## src/rtl/pmod_cls_display_sched.sv

```systemverilog
`default_nettype none
// ============================================================================
// pmod_cls_display_sched : command sequencer in front of the PMOD CLS SPI driver
// Rev 1.0
// ============================================================================
module pmod_cls_display_sched #(
   parameter int unsigned parm_fast_simulation = 0,
   parameter int unsigned FCLK_ce              = 2500000,
   parameter int unsigned parm_refresh_ms      = 1000,
   parameter int unsigned parm_accept_tmo      = 8
) (
   input  logic         i_ext_spi_clk_x,
   input  logic         i_srst,
   input  logic         i_spi_ce_4x,
   input  logic [127:0] i_line1,
   input  logic [127:0] i_line2,
   input  logic         i_force_refresh,
   input  logic         i_cls_command_ready,
   output logic         o_cmd_wr_clear_display,
   output logic         o_cmd_wr_text_line1,
   output logic         o_cmd_wr_text_line2,
   output logic [127:0] o_dat_ascii_line1,
   output logic [127:0] o_dat_ascii_line2,
   output logic         o_busy
);

   localparam int unsigned c_ms         = (parm_fast_simulation != 0) ? 2 : parm_refresh_ms;
   localparam int unsigned c_period     = (FCLK_ce / 1000) * c_ms;
   localparam logic        c_refresh_en = (c_period != 0);
   localparam logic [23:0] c_tc         = (c_period != 0) ? 24'(c_period - 1) : 24'd0;
   localparam int unsigned c_tmo_w      = $clog2(parm_accept_tmo + 1);
   localparam logic [c_tmo_w-1:0] c_tmo_last = c_tmo_w'(parm_accept_tmo - 1);

   localparam logic [1:0] c_sel_clr = 2'd0;
   localparam logic [1:0] c_sel_l1  = 2'd1;
   localparam logic [1:0] c_sel_l2  = 2'd2;

   typedef enum logic [1:0] {
      ST_BOOT      = 2'd0,
      ST_IDLE      = 2'd1,
      ST_ISSUE     = 2'd2,
      ST_WAIT_DONE = 2'd3
   } state_t;

   state_t               state_q, state_d;
   logic [1:0]           sel_q, sel_d;
   logic                 pend_clr_q, pend_clr_d;
   logic                 pend_l1_q, pend_l1_d;
   logic                 pend_l2_q, pend_l2_d;
   logic [23:0]          timer_q, timer_d;
   logic [c_tmo_w-1:0]   tmo_q, tmo_d;
   logic                 cmd_clr_q, cmd_clr_d;
   logic                 cmd_l1_q, cmd_l1_d;
   logic                 cmd_l2_q, cmd_l2_d;
   logic [127:0]         dat1_q, dat1_d;
   logic [127:0]         dat2_q, dat2_d;
   logic                 refresh_tick;

   always_comb begin
      timer_d      = timer_q;
      refresh_tick = 1'b0;
      if (c_refresh_en && i_spi_ce_4x) begin
         if (timer_q == c_tc) begin
            timer_d      = 24'd0;
            refresh_tick = 1'b1;
         end else begin
            timer_d = timer_q + 24'd1;
         end
      end
   end

   always_comb begin
      state_d    = state_q;
      sel_d      = sel_q;
      tmo_d      = tmo_q;
      pend_clr_d = pend_clr_q;
      pend_l1_d  = pend_l1_q;
      pend_l2_d  = pend_l2_q;
      cmd_clr_d  = cmd_clr_q;
      cmd_l1_d   = cmd_l1_q;
      cmd_l2_d   = cmd_l2_q;
      dat1_d     = dat1_q;
      dat2_d     = dat2_q;
      if (i_spi_ce_4x) begin
         case (state_q)
            ST_BOOT: begin
               if (i_cls_command_ready) state_d = ST_IDLE;
            end
            ST_IDLE: begin
               // Text is compared against the last snapshot sent, so edits made
               // during a transfer show up as dirty once we are back here.
               pend_l1_d = pend_l1_q | (i_line1 != dat1_q);
               pend_l2_d = pend_l2_q | (i_line2 != dat2_q);
               tmo_d     = '0;
               if (pend_clr_q) begin
                  pend_clr_d = 1'b0;
                  sel_d      = c_sel_clr;
                  cmd_clr_d  = 1'b1;
                  state_d    = ST_ISSUE;
               end else if (pend_l1_d) begin
                  pend_l1_d = 1'b0;
                  sel_d     = c_sel_l1;
                  dat1_d    = i_line1;
                  cmd_l1_d  = 1'b1;
                  state_d   = ST_ISSUE;
               end else if (pend_l2_d) begin
                  pend_l2_d = 1'b0;
                  sel_d     = c_sel_l2;
                  dat2_d    = i_line2;
                  cmd_l2_d  = 1'b1;
                  state_d   = ST_ISSUE;
               end
            end
            ST_ISSUE: begin
               if (!i_cls_command_ready) begin
                  cmd_clr_d = 1'b0;
                  cmd_l1_d  = 1'b0;
                  cmd_l2_d  = 1'b0;
                  state_d   = ST_WAIT_DONE;
               end else if (tmo_q == c_tmo_last) begin
                  // Driver never accepted: withdraw and queue the same command again.
                  cmd_clr_d = 1'b0;
                  cmd_l1_d  = 1'b0;
                  cmd_l2_d  = 1'b0;
                  case (sel_q)
                     c_sel_clr: pend_clr_d = 1'b1;
                     c_sel_l1:  pend_l1_d  = 1'b1;
                     default:   pend_l2_d  = 1'b1;
                  endcase
                  state_d = ST_IDLE;
               end else begin
                  tmo_d = tmo_q + c_tmo_w'(1);
               end
            end
            default: begin
               cmd_clr_d = 1'b0;
               cmd_l1_d  = 1'b0;
               cmd_l2_d  = 1'b0;
               if (i_cls_command_ready) state_d = ST_IDLE;
            end
         endcase
      end
      if (i_force_refresh || refresh_tick) begin
         pend_clr_d = 1'b1;
         pend_l1_d  = 1'b1;
         pend_l2_d  = 1'b1;
      end
   end

   always_ff @(posedge i_ext_spi_clk_x) begin
      if (i_srst) begin
         state_q    <= ST_BOOT;
         sel_q      <= c_sel_clr;
         tmo_q      <= '0;
         timer_q    <= 24'd0;
         pend_clr_q <= 1'b1;
         pend_l1_q  <= 1'b1;
         pend_l2_q  <= 1'b1;
         cmd_clr_q  <= 1'b0;
         cmd_l1_q   <= 1'b0;
         cmd_l2_q   <= 1'b0;
         dat1_q     <= '0;
         dat2_q     <= '0;
      end else begin
         state_q    <= state_d;
         sel_q      <= sel_d;
         tmo_q      <= tmo_d;
         timer_q    <= timer_d;
         pend_clr_q <= pend_clr_d;
         pend_l1_q  <= pend_l1_d;
         pend_l2_q  <= pend_l2_d;
         cmd_clr_q  <= cmd_clr_d;
         cmd_l1_q   <= cmd_l1_d;
         cmd_l2_q   <= cmd_l2_d;
         dat1_q     <= dat1_d;
         dat2_q     <= dat2_d;
      end
   end

   assign o_cmd_wr_clear_display = cmd_clr_q;
   assign o_cmd_wr_text_line1    = cmd_l1_q;
   assign o_cmd_wr_text_line2    = cmd_l2_q;
   assign o_dat_ascii_line1      = dat1_q;
   assign o_dat_ascii_line2      = dat2_q;
   assign o_busy = (state_q != ST_IDLE) | pend_clr_q | pend_l1_q | pend_l2_q;

endmodule
`default_nettype wire

```

## config.mk

```make
export PLATFORM = sky130hd
export DESIGN_NAME = pmod_cls_display_sched
export DESIGN_NICKNAME = d
export VERILOG_FILES = /design/src/rtl/pmod_cls_display_sched.sv
export SDC_FILE = /design/constraint.sdc
export NUM_CORES = 1
export LEC_CHECK = 0
export ABC_AREA = 1
export CAP_MARGIN = 20
export CORE_AREA = 2 2 202 204
export DETAILED_ROUTE_END_ITERATION = 8
export DIE_AREA = 0 0 204 206
export GPL_ROUTABILITY_DRIVEN = 0
export PLACE_DENSITY = 0.76
export SLEW_MARGIN = 20
export SYNTH_ARGS = -nofsm -noshare
export SYNTH_HDL_FRONTEND = slang
export SYNTH_SLANG_ARGS = --single-unit
```

## constraint.sdc

```tcl
create_clock -name i_ext_spi_clk_x -period 4.08 [get_ports i_ext_spi_clk_x]
set_input_delay 0.816 -clock i_ext_spi_clk_x [delete_from_list [all_inputs] [get_ports i_ext_spi_clk_x]]
set_output_delay 0.816 -clock i_ext_spi_clk_x [all_outputs]
set_load 0.05 [all_outputs]
```

Yosys cells after proc, flatten, opt, wreduce, memory -nomap -nowiden

Cells that the tools add are included.
W data, S select, Z words.

ROM bits: 0
Memories: 0
Register bits: 294
RAM bits: 0
Logic and storage cells: 103
Bits in latches: 0
Output and inout port bits: 260
Bits of input ports: 261

Shift-type cells: 0
Reduce and logical (&&, ||, !) cells: 19
Mux-type cells: 41
Bitwise logic cells: 8
Equality and inequality tests: 21
Add/subtract/negate cells: 2
Multiply operators: 0
Order comparisons: 0
Div/mod/pow operators: 0

Operator list:

| cell                    | number |
|---|---|
| $ne A128 B128 Y1        | 2 |
| $reduce_and A5 Y1       | 5 |
| $add A24 B1 Y24 const B | 1 |
| $eq A24 B22 Y1 const B  | 1 |
| $mux W24                | 1 |
| $mux W1                 | 22 |
| $ne A2 B2 Y1 const B    | 9 |
| $mux W2                 | 8 |
| $reduce_and A4 Y1       | 4 |
| $pmux W1 S3             | 3 |
| $mux W4                 | 2 |
| $pmux W4 S2             | 1 |
| $ne A2 B1 Y1 const B    | 3 |
| $pmux W1 S2             | 3 |
| $reduce_and A6 Y1       | 1 |
| $reduce_bool A3 Y1      | 2 |
| $or A1 B1 Y1            | 5 |
| $add A4 B1 Y4 const B   | 1 |
| $eq A2 B1 Y1 const B    | 2 |
| $eq A4 B3 Y1 const B    | 1 |
| $logic_not A2 Y1        | 2 |
| $ne A4 B4 Y1 const B    | 1 |
| $pmux W2 S2             | 1 |
| $reduce_or A2 Y1        | 2 |
| 6 further kinds         | 8 |

Depth between registers and ports, before layout

Gate-level depths: netlist (run 1).

Depth in word-level cells: 6
Gate-level depth with buffers: 17
Gate-level depth less buffers: 15

Least setup slack after synthesis (run 1)

No wires, ideal clock.

Kind: input-to-reg
From: input port i_spi_ce_4x
To: register timer_q[21]
Cell stages on the path: 9
Path slack: 1743 ps
Data arrival time: 2218 ps
Library setup time: 119 ps
Path through: buf_4 > inv_1 > nor3_1 > nor3b_1 > nand2_1 > nor4_1 > nand4_1 > o21ai_0 > a21oi_1

RTL lines:

| what                 | RTL line | text |
|---|---|---|
| start, declared      | 14       | `input logic i_spi_ce_4x,` |
| end signal, assigned | 168      | `timer_q <= timer_d;` |
| end, declared        | 50       | `logic [23:0] timer_q, timer_d;` |

Worst setup path in the final report (run 1)

From: input port i_line1[18]
To: register dat2_q[116], in the netlist o_dat_ascii_line2[116]

Word-level cells in the longest chain between the ends: 4

RTL lines:

| what                        | RTL line | text |
|---|---|---|
| start, declared             | 15       | `input logic [127:0] i_line1,` |
| $ne A128 B128 Y1            | 92       | `pend_l1_d = pend_l1_q \| (i_line1 != dat1_q);` |
| $or A1 B1 Y1                | 92       |  |
| $not A1 Y1 (no line)        | n/a      |  |
| $reduce_and A5 Y1 (no line) | n/a      |  |
| end signal, assigned        | 176      | `dat2_q <= dat2_d;` |
| end, declared               | 56       | `logic [127:0] dat2_q, dat2_d;` |

Every way passes these cells.
A chain may end at the register's enable or synchronous reset.

==> results.ini, run 1 <==
[grt]
via_count_of_the_first_global_routing_pass=17600
antenna_found_initial=5
global_route.usage.total_pct=30.8
globalRoute.totalOverflow=0
first_pass_grt_wire_length_microns=98800
maximum_number_of_pins_on_one_net_before_global_route_repair=100

[power_and_ir_drop]
static_leakage_uw=0.0124
max-vdd-ir-drop_v=0.000273
share_comb_of_total_power_pct=11.8
p_int_uw=5130
powerDensity_nw_per_um2=288
seq_power_share_pct=42.0
swShare_pct=25.8
pwr-share-clk_pct=46.2
switching_power_uw=1780

[route]
ant_nets=0
num_vias=19400
drc=0
wirelength_microns=66700
routed_via_density=4.72
detail_route.iter0.violations=1288
first_pass_drt_iterations=6
routed_wire_length_per_instance_microns=16.2

[timing]
drv_slew=0
setup_violations=0
layout_min_cycle_time_ps=3280
setup_tns_ps=0
timing.final.hold_violations=0
rsz_0062_raised_after_global_routing=false
fin_worst_skew_ps=17.7
tightest_slew_ps=819
finalWorstSetupSlack_ps=797
max-slew-margin-rel_pct=45.4
fmax_mhz=305
worst_hold_slack_ps=442
final_min_period_over_clock_period_pct=80.5

[cells_and_area]
post_route_cells_drive_above_1_share_pct=2.58
filler_cell_count=3882
syn_to_final_growth_pct=39.5
final_util_pct=59.8
final_cell_count_no_fill=4107
num-nets-final=3815

[synth]
synth_cell_type_count=33
synth.yosys.seq_area_share_pct=34.2
synthesis.instances=3058
yosysWarningCount=0
synth_nets=3325
synth-seq-cells=294
synth.avg_cell_area_sq_um=5.63
area_of_the_mapped_netlist_sq_um=17200

[clock_network]
cts_num_sinks=294
hold_bufs_at_cts=0
clk_pin_slew_worst_paths_ps=60
htreeDepth=2
clock_root_buffer=clkbuf_16
clockBufferDepth=3
clock_tree_from_tritoncts=done
worstSkewPairLatency_ps=550
post_cts_repair_setup_buffers=0
ctsResizeCount=0
total_cts_buffers=36

[floorplan]
placeableCoreArea_sq_um=40200
initial_core_util_pct=42.9
floorplan.rows=74
dieWidth_microns=204
dieHeight_microns=206
ios=521
fp.dieArea_sq_um=42000

[place]
place_hpwl_microns=53400
pre_cts_slack_ps=335
place_inst=4042
port-buffer-count=520

[setup_path]
startpoint_type=input port
cp_data_required_time_ps=4560
critical_path_sink_type=flip-flop
cp.arrival_ps=3770
critPathMaxFanout=67
timing_worst_setup_path_type=in2reg

[run]
max_cap_violations=0

[outcome]
run_status=complete, no violations

[min_path]
min-delay-path-class=reg2reg

==> sequential cells by signal, summed over array words and instances (netlist names) <==
signal and cells:
o_cmd_wr_text_line1 1, o_cmd_wr_text_line2 1, o_cmd_wr_clear_display 1, pend_clr_q 1
state_q 2, pend_l2_q 1, sel_q 2, o_dat_ascii_line1 128
o_dat_ascii_line2 128, tmo_q 4, pend_l1_q 1, timer_q 24
==> power by group through the flow <==
| stage | sequential, uW | combinational, uW | clock, uW |
|---|---|---|---|
| 6_report | 2900 | 819 | 3190 |
| 2_1_floorplan | 2990 | 305 | 0 |
| 3_5_place_dp | 2970 | 809 | 0 |
| 5_1_grt | 2900 | 889 | 3320 |
| 4_1_cts | 2900 | 814 | 3240 |
| 3_3_place_gp | 2960 | 806 | 0 |
==> through the flow <==
stage	cell area [sq um]	power [uW]
CTS	24000	6950
global route	24000	7110
finish	24000	6910
global placement	22900	3770
detailed placement	22900	3770
floorplan	17200	3300
==> synth_stat cells <==
| cell type | count | share of area, % |
|---|---|---|
| dfxtp_1 | 294 | 34 |
| o21a_1 | 3 | 0.13 |
| buf_1 | 9 | 0.20 |
| o211ai_1 | 1 | 0.044 |
| nor3_1 | 22 | 0.64 |
| a21oi_1 | 27 | 0.78 |
| xor2_1 | 10 | 0.51 |
| clkinv_1 | 1 | 0.022 |
| o21ai_0 | 59 | 1.7 |
| nor3b_1 | 4 | 0.17 |
| o211a_1 | 1 | 0.058 |
| nor3_4 | 1 | 0.094 |
| buf_6 | 13 | 0.85 |
| a221oi_1 | 2 | 0.10 |
| nor2_1 | 729 | 16 |
| nand4_1 | 52 | 1.9 |
| buf_2 | 28 | 0.81 |
| inv_2 | 1 | 0.022 |
| nand2_2 | 1 | 0.036 |
| nor4_1 | 6 | 0.22 |
| or2_2 | 14 | 0.51 |
| nor4_4 | 1 | 0.12 |
| ha_1 | 6 | 0.44 |
| clkbuf_1 | 22 | 0.48 |
| xnor2_1 | 40 | 2.0 |
| a211oi_1 | 2 | 0.087 |
| buf_4 | 16 | 0.70 |
| nand3_1 | 42 | 1.2 |
| a2bb2oi_1 | 1 | 0.051 |
| o21ai_1 | 1 | 0.029 |
| nand2_1 | 1173 | 26 |
| inv_1 | 472 | 10 |
| o22ai_1 | 4 | 0.15 |
==> worst paths after layout <==
kind | start | to | slack, ps | cells past startpoint
worst min register to register | o_cmd_wr_clear_display | o_cmd_wr_clear_display | 440 | 2
worst max-delay path | i_line1[18] | o_dat_ascii_line2[116] | 800 | 16
worst max register to register | o_dat_ascii_line1[104] | o_dat_ascii_line2[116] | 1270 | 12
worst min-delay path | o_cmd_wr_clear_display | o_cmd_wr_clear_display | 440 | 2
==> worst max-delay path: stages <==
cell and delay, ps:
clkdlybuf4s50_1 640, inv_1 70, nand2_1 110, nand2_1 90, nor2_1 170, nand2_1 170
nor2_1 120, nand2_1 60, nor2_1 130, nand3_1 210, nor3_4 350, nand2_8 220
buf_12 280, nand2_1 100, nand2_1 60, nor2_1 100
==> per-layer routing <==
| layer | share of wire, % | global-route usage [%] |
|---|---|---|
| met5 | 0 | 0 |
| met4 | 6.0 | 17.7 |
| met3 | 8.7 | 7.27 |
| met2 | 47 | 53.0 |
| met1 | 39 | 35.0 |
==> logic make-up after synthesis <==
group / after synthesis / synth area share, %
and+or+nand+nor: 2045 / 46.3
buffers and inverters: 562 / 13.4
DFF: 294 / 34.2
AOI/OAI and AO/OA: 101 / 3.14
xor gates and xnor gates: 50 / 2.54
adders and majority gates: 6 / 0.436
==> cell usage in the layout, fill, tap and decap left out, types with 10 or more instances in the layout <==
| master | n |
|---|---|
| nand4_1 | 52 |
| nor2_1 | 729 |
| xor2_1 | 10 |
| or2_2 | 14 |
| buf_4 | 10 |
| dfxtp_1 | 294 |
| clkbuf_16 | 37 |
| nand2_1 | 1173 |
| nor3_1 | 22 |
| inv_1 | 471 |
| a21oi_1 | 27 |
| o21ai_0 | 59 |
| nand3_1 | 41 |
| clkdlybuf4s50_1 | 520 |
| buf_12 | 10 |
| xnor2_1 | 40 |
==> layout make-up <==
type / instances / area (sq um) / share of cell area (%)
clock inverters: 10 / 106 / 0.443
inverters: 474 / 1790 / 7.44
clock buffers: 50 / 1020 / 4.26
flip-flops and latches: 294 / 5890 / 24.5
multi-input cells: 2202 / 9060 / 37.7
repair buffers: 540 / 5480 / 22.8
diodes: 5 / 12.5 / 0.0521
well taps: 532 / 666 / 2.77
No activity file was read; power rests on OpenSTA's default activity.
==> inputs of run 2 (changes only) <==
Settings changed: CORE_AREA 2 2 202 204 to not set, CORE_UTILIZATION set to 43, DIE_AREA 0 0 204 206 to not set, PLACE_DENSITY 0.76 to 0.78.
Clock period 4.08 ns to 2.65 ns, I/O delays scaled along.
==> run 2 against run 1 <==
Effect of this change: clock skew grew 0.53 ps; sequential share of layout area fell by 1.5 points; utilization is 5.7 points higher; count of clock-buffer cells in the layout rose by 8; cell count increased by 4.0%; die area shrank 2.8%; register-to-register slack lost 1000 ps; critical path type unchanged; largest cell class unchanged.
==> results.ini, run 2 (synthesized netlist as in run 1, its figures left out) <==
[outcome]
run_status=complete, no violations

[power_and_ir_drop]
static_leakage_uw=0.0133
max-vdd-ir-drop_v=0.000391
powerDensity_nw_per_um2=412

[route]
first_pass_drt_iterations=6
detail_route.iter0.violations=1518
routed_wire_length_per_instance_microns=16.0
drc=0
routed_via_density=4.75
num_vias=20300
ant_nets=0
wirelength_microns=68400

[cells_and_area]
filler_cell_count=3592
num-nets-final=3986
final_util_pct=65.5
final_common_cell=nand2_1
multi_input_comb_area_sq_um=9140
final_cell_mix=nand2_1, nor2_1, clkdlybuf4s50_1, inv_1, dfxtp_1
final_cell_count_no_fill=4271
syn_to_final_growth_pct=48.8
sequential_area_sq_um=5890
layout.cell_area.non_filler_sq_um=25600
post_route_cells_drive_above_1_share_pct=7.21

[grt]
antenna_found_initial=11
global_route.usage.total_pct=31.9
maximum_number_of_pins_on_one_net_before_global_route_repair=103
globalRoute.totalOverflow=0
via_count_of_the_first_global_routing_pass=18200
first_pass_grt_wire_length_microns=100000

[timing]
final_min_period_over_clock_period_pct=94.4
worst_hold_slack_ps=342
fin_worst_skew_ps=18.3
drv_slew=0
fmax_mhz=400
max-slew-margin-rel_pct=52.5
layout_min_cycle_time_ps=2500
setup_violations=0
tightest_slew_ps=705
setup_tns_ps=0
timing.final.hold_violations=0

[setup_path]
timing.critical_path.max_delay_family=buffers and inverters
critPathBufInv=5
timing.critical_path.slowest_stage_cell=clkdlybuf4s50_1
critical_path_sink_type=flip-flop
startpoint_type=input port
cp.arrival_ps=2930
cp_data_required_time_ps=3080
timing_worst_setup_path_type=in2reg
cp_cell_sequence=clkdlybuf4s50_1, inv_1, nand2_1, nand2_1, a21oi_1, buf_4, nand2_1, nor2_1, nand2_1, nor2_2, nand3_2, nor3_4, buf_6, nand2_8, clkbuf_16, nor2_1, nor2_2
critical_path.most_common_cell=nand2_1
worst_path_largest_cell_delay_ps=510
critPathMaxFanout=22

[floorplan]
dieHeight_microns=202
dieWidth_microns=202
ios=521
initial_core_util_pct=44.1
fp.dieArea_sq_um=40900
placeableCoreArea_sq_um=39100
floorplan.rows=72

[clock_network]
cts_num_sinks=294
clockBufferDepth=3
clock_root_buffer=clkbuf_16
htreeDepth=2
worstSkewPairLatency_ps=540
clock_tree_from_tritoncts=done
total_cts_buffers=36
clk_pin_slew_worst_paths_ps=60

[run]
max_cap_violations=0

[place]
place_inst=4189
detailed_place.area_sq_um=24200
place_hpwl_microns=53600
port-buffer-count=520

[min_path]
min-delay-path-class=in2reg

-- run 2: metrics by stage --
step                worst slack (ps)  power, uW
CTS                             28.7      10600
global placement                -540       5920
floorplan                        438       5080
global route                   -12.2      10900
finish                           148      10600
detailed placement              -593       5920
-- run 2: cell type report --
class | count | share of cell area [%]
diodes | 10 | 0.0977
clock buffers | 58 | 4.16
clock inverters | 4 | 0.0781
inverters | 474 | 6.97
multi-input cells | 2203 | 35.7
flip-flops and latches | 294 | 23.0
well taps | 518 | 2.53
repair buffers | 710 | 27.5
-- run 2: tightest hold or removal path: stages --
cell	delay, ps
dlymetal6s2s_1	150
nor2_1	70
nor2_1	90
-- run 2: timing repair --
action                     4_1_cts  5_1_grt
setup endpoints to repair       85      200
cloned                           0        9
hold buffers                     0        0
gates resized for setup          2       24
setup buffers                    0        1
pin swaps                        0        3
-- run 2: worst paths after layout --
path / cells after the start / from / endpoint / slack [ps]
worst max-delay path: 17 / i_line1[76] / o_dat_ascii_line2[85] / 150
worst min-delay path: 3 / i_line1[116] / o_dat_ascii_line1[116] / 340
worst max register to register: 15 / o_dat_ascii_line1[121] / o_dat_ascii_line1[22] / 230
worst min register to register: 2 / o_cmd_wr_clear_display / o_cmd_wr_clear_display / 440
-- run 2: report_power, final --
group	switching [uW]	total (uW)	internal, uW
clock	1960	4700	2740
sequential	23.4	4470	4450
combinational	717	1380	668
-- run 2: per-layer routing --
layer	vias up	share of wire, %	GRT usage (%)
met5	-	0.019	0
met4	2	5.2	17.4
li1	10400	-	-
met3	154	8.9	7.53
met2	906	47	53.7
met1	8880	39	37.3
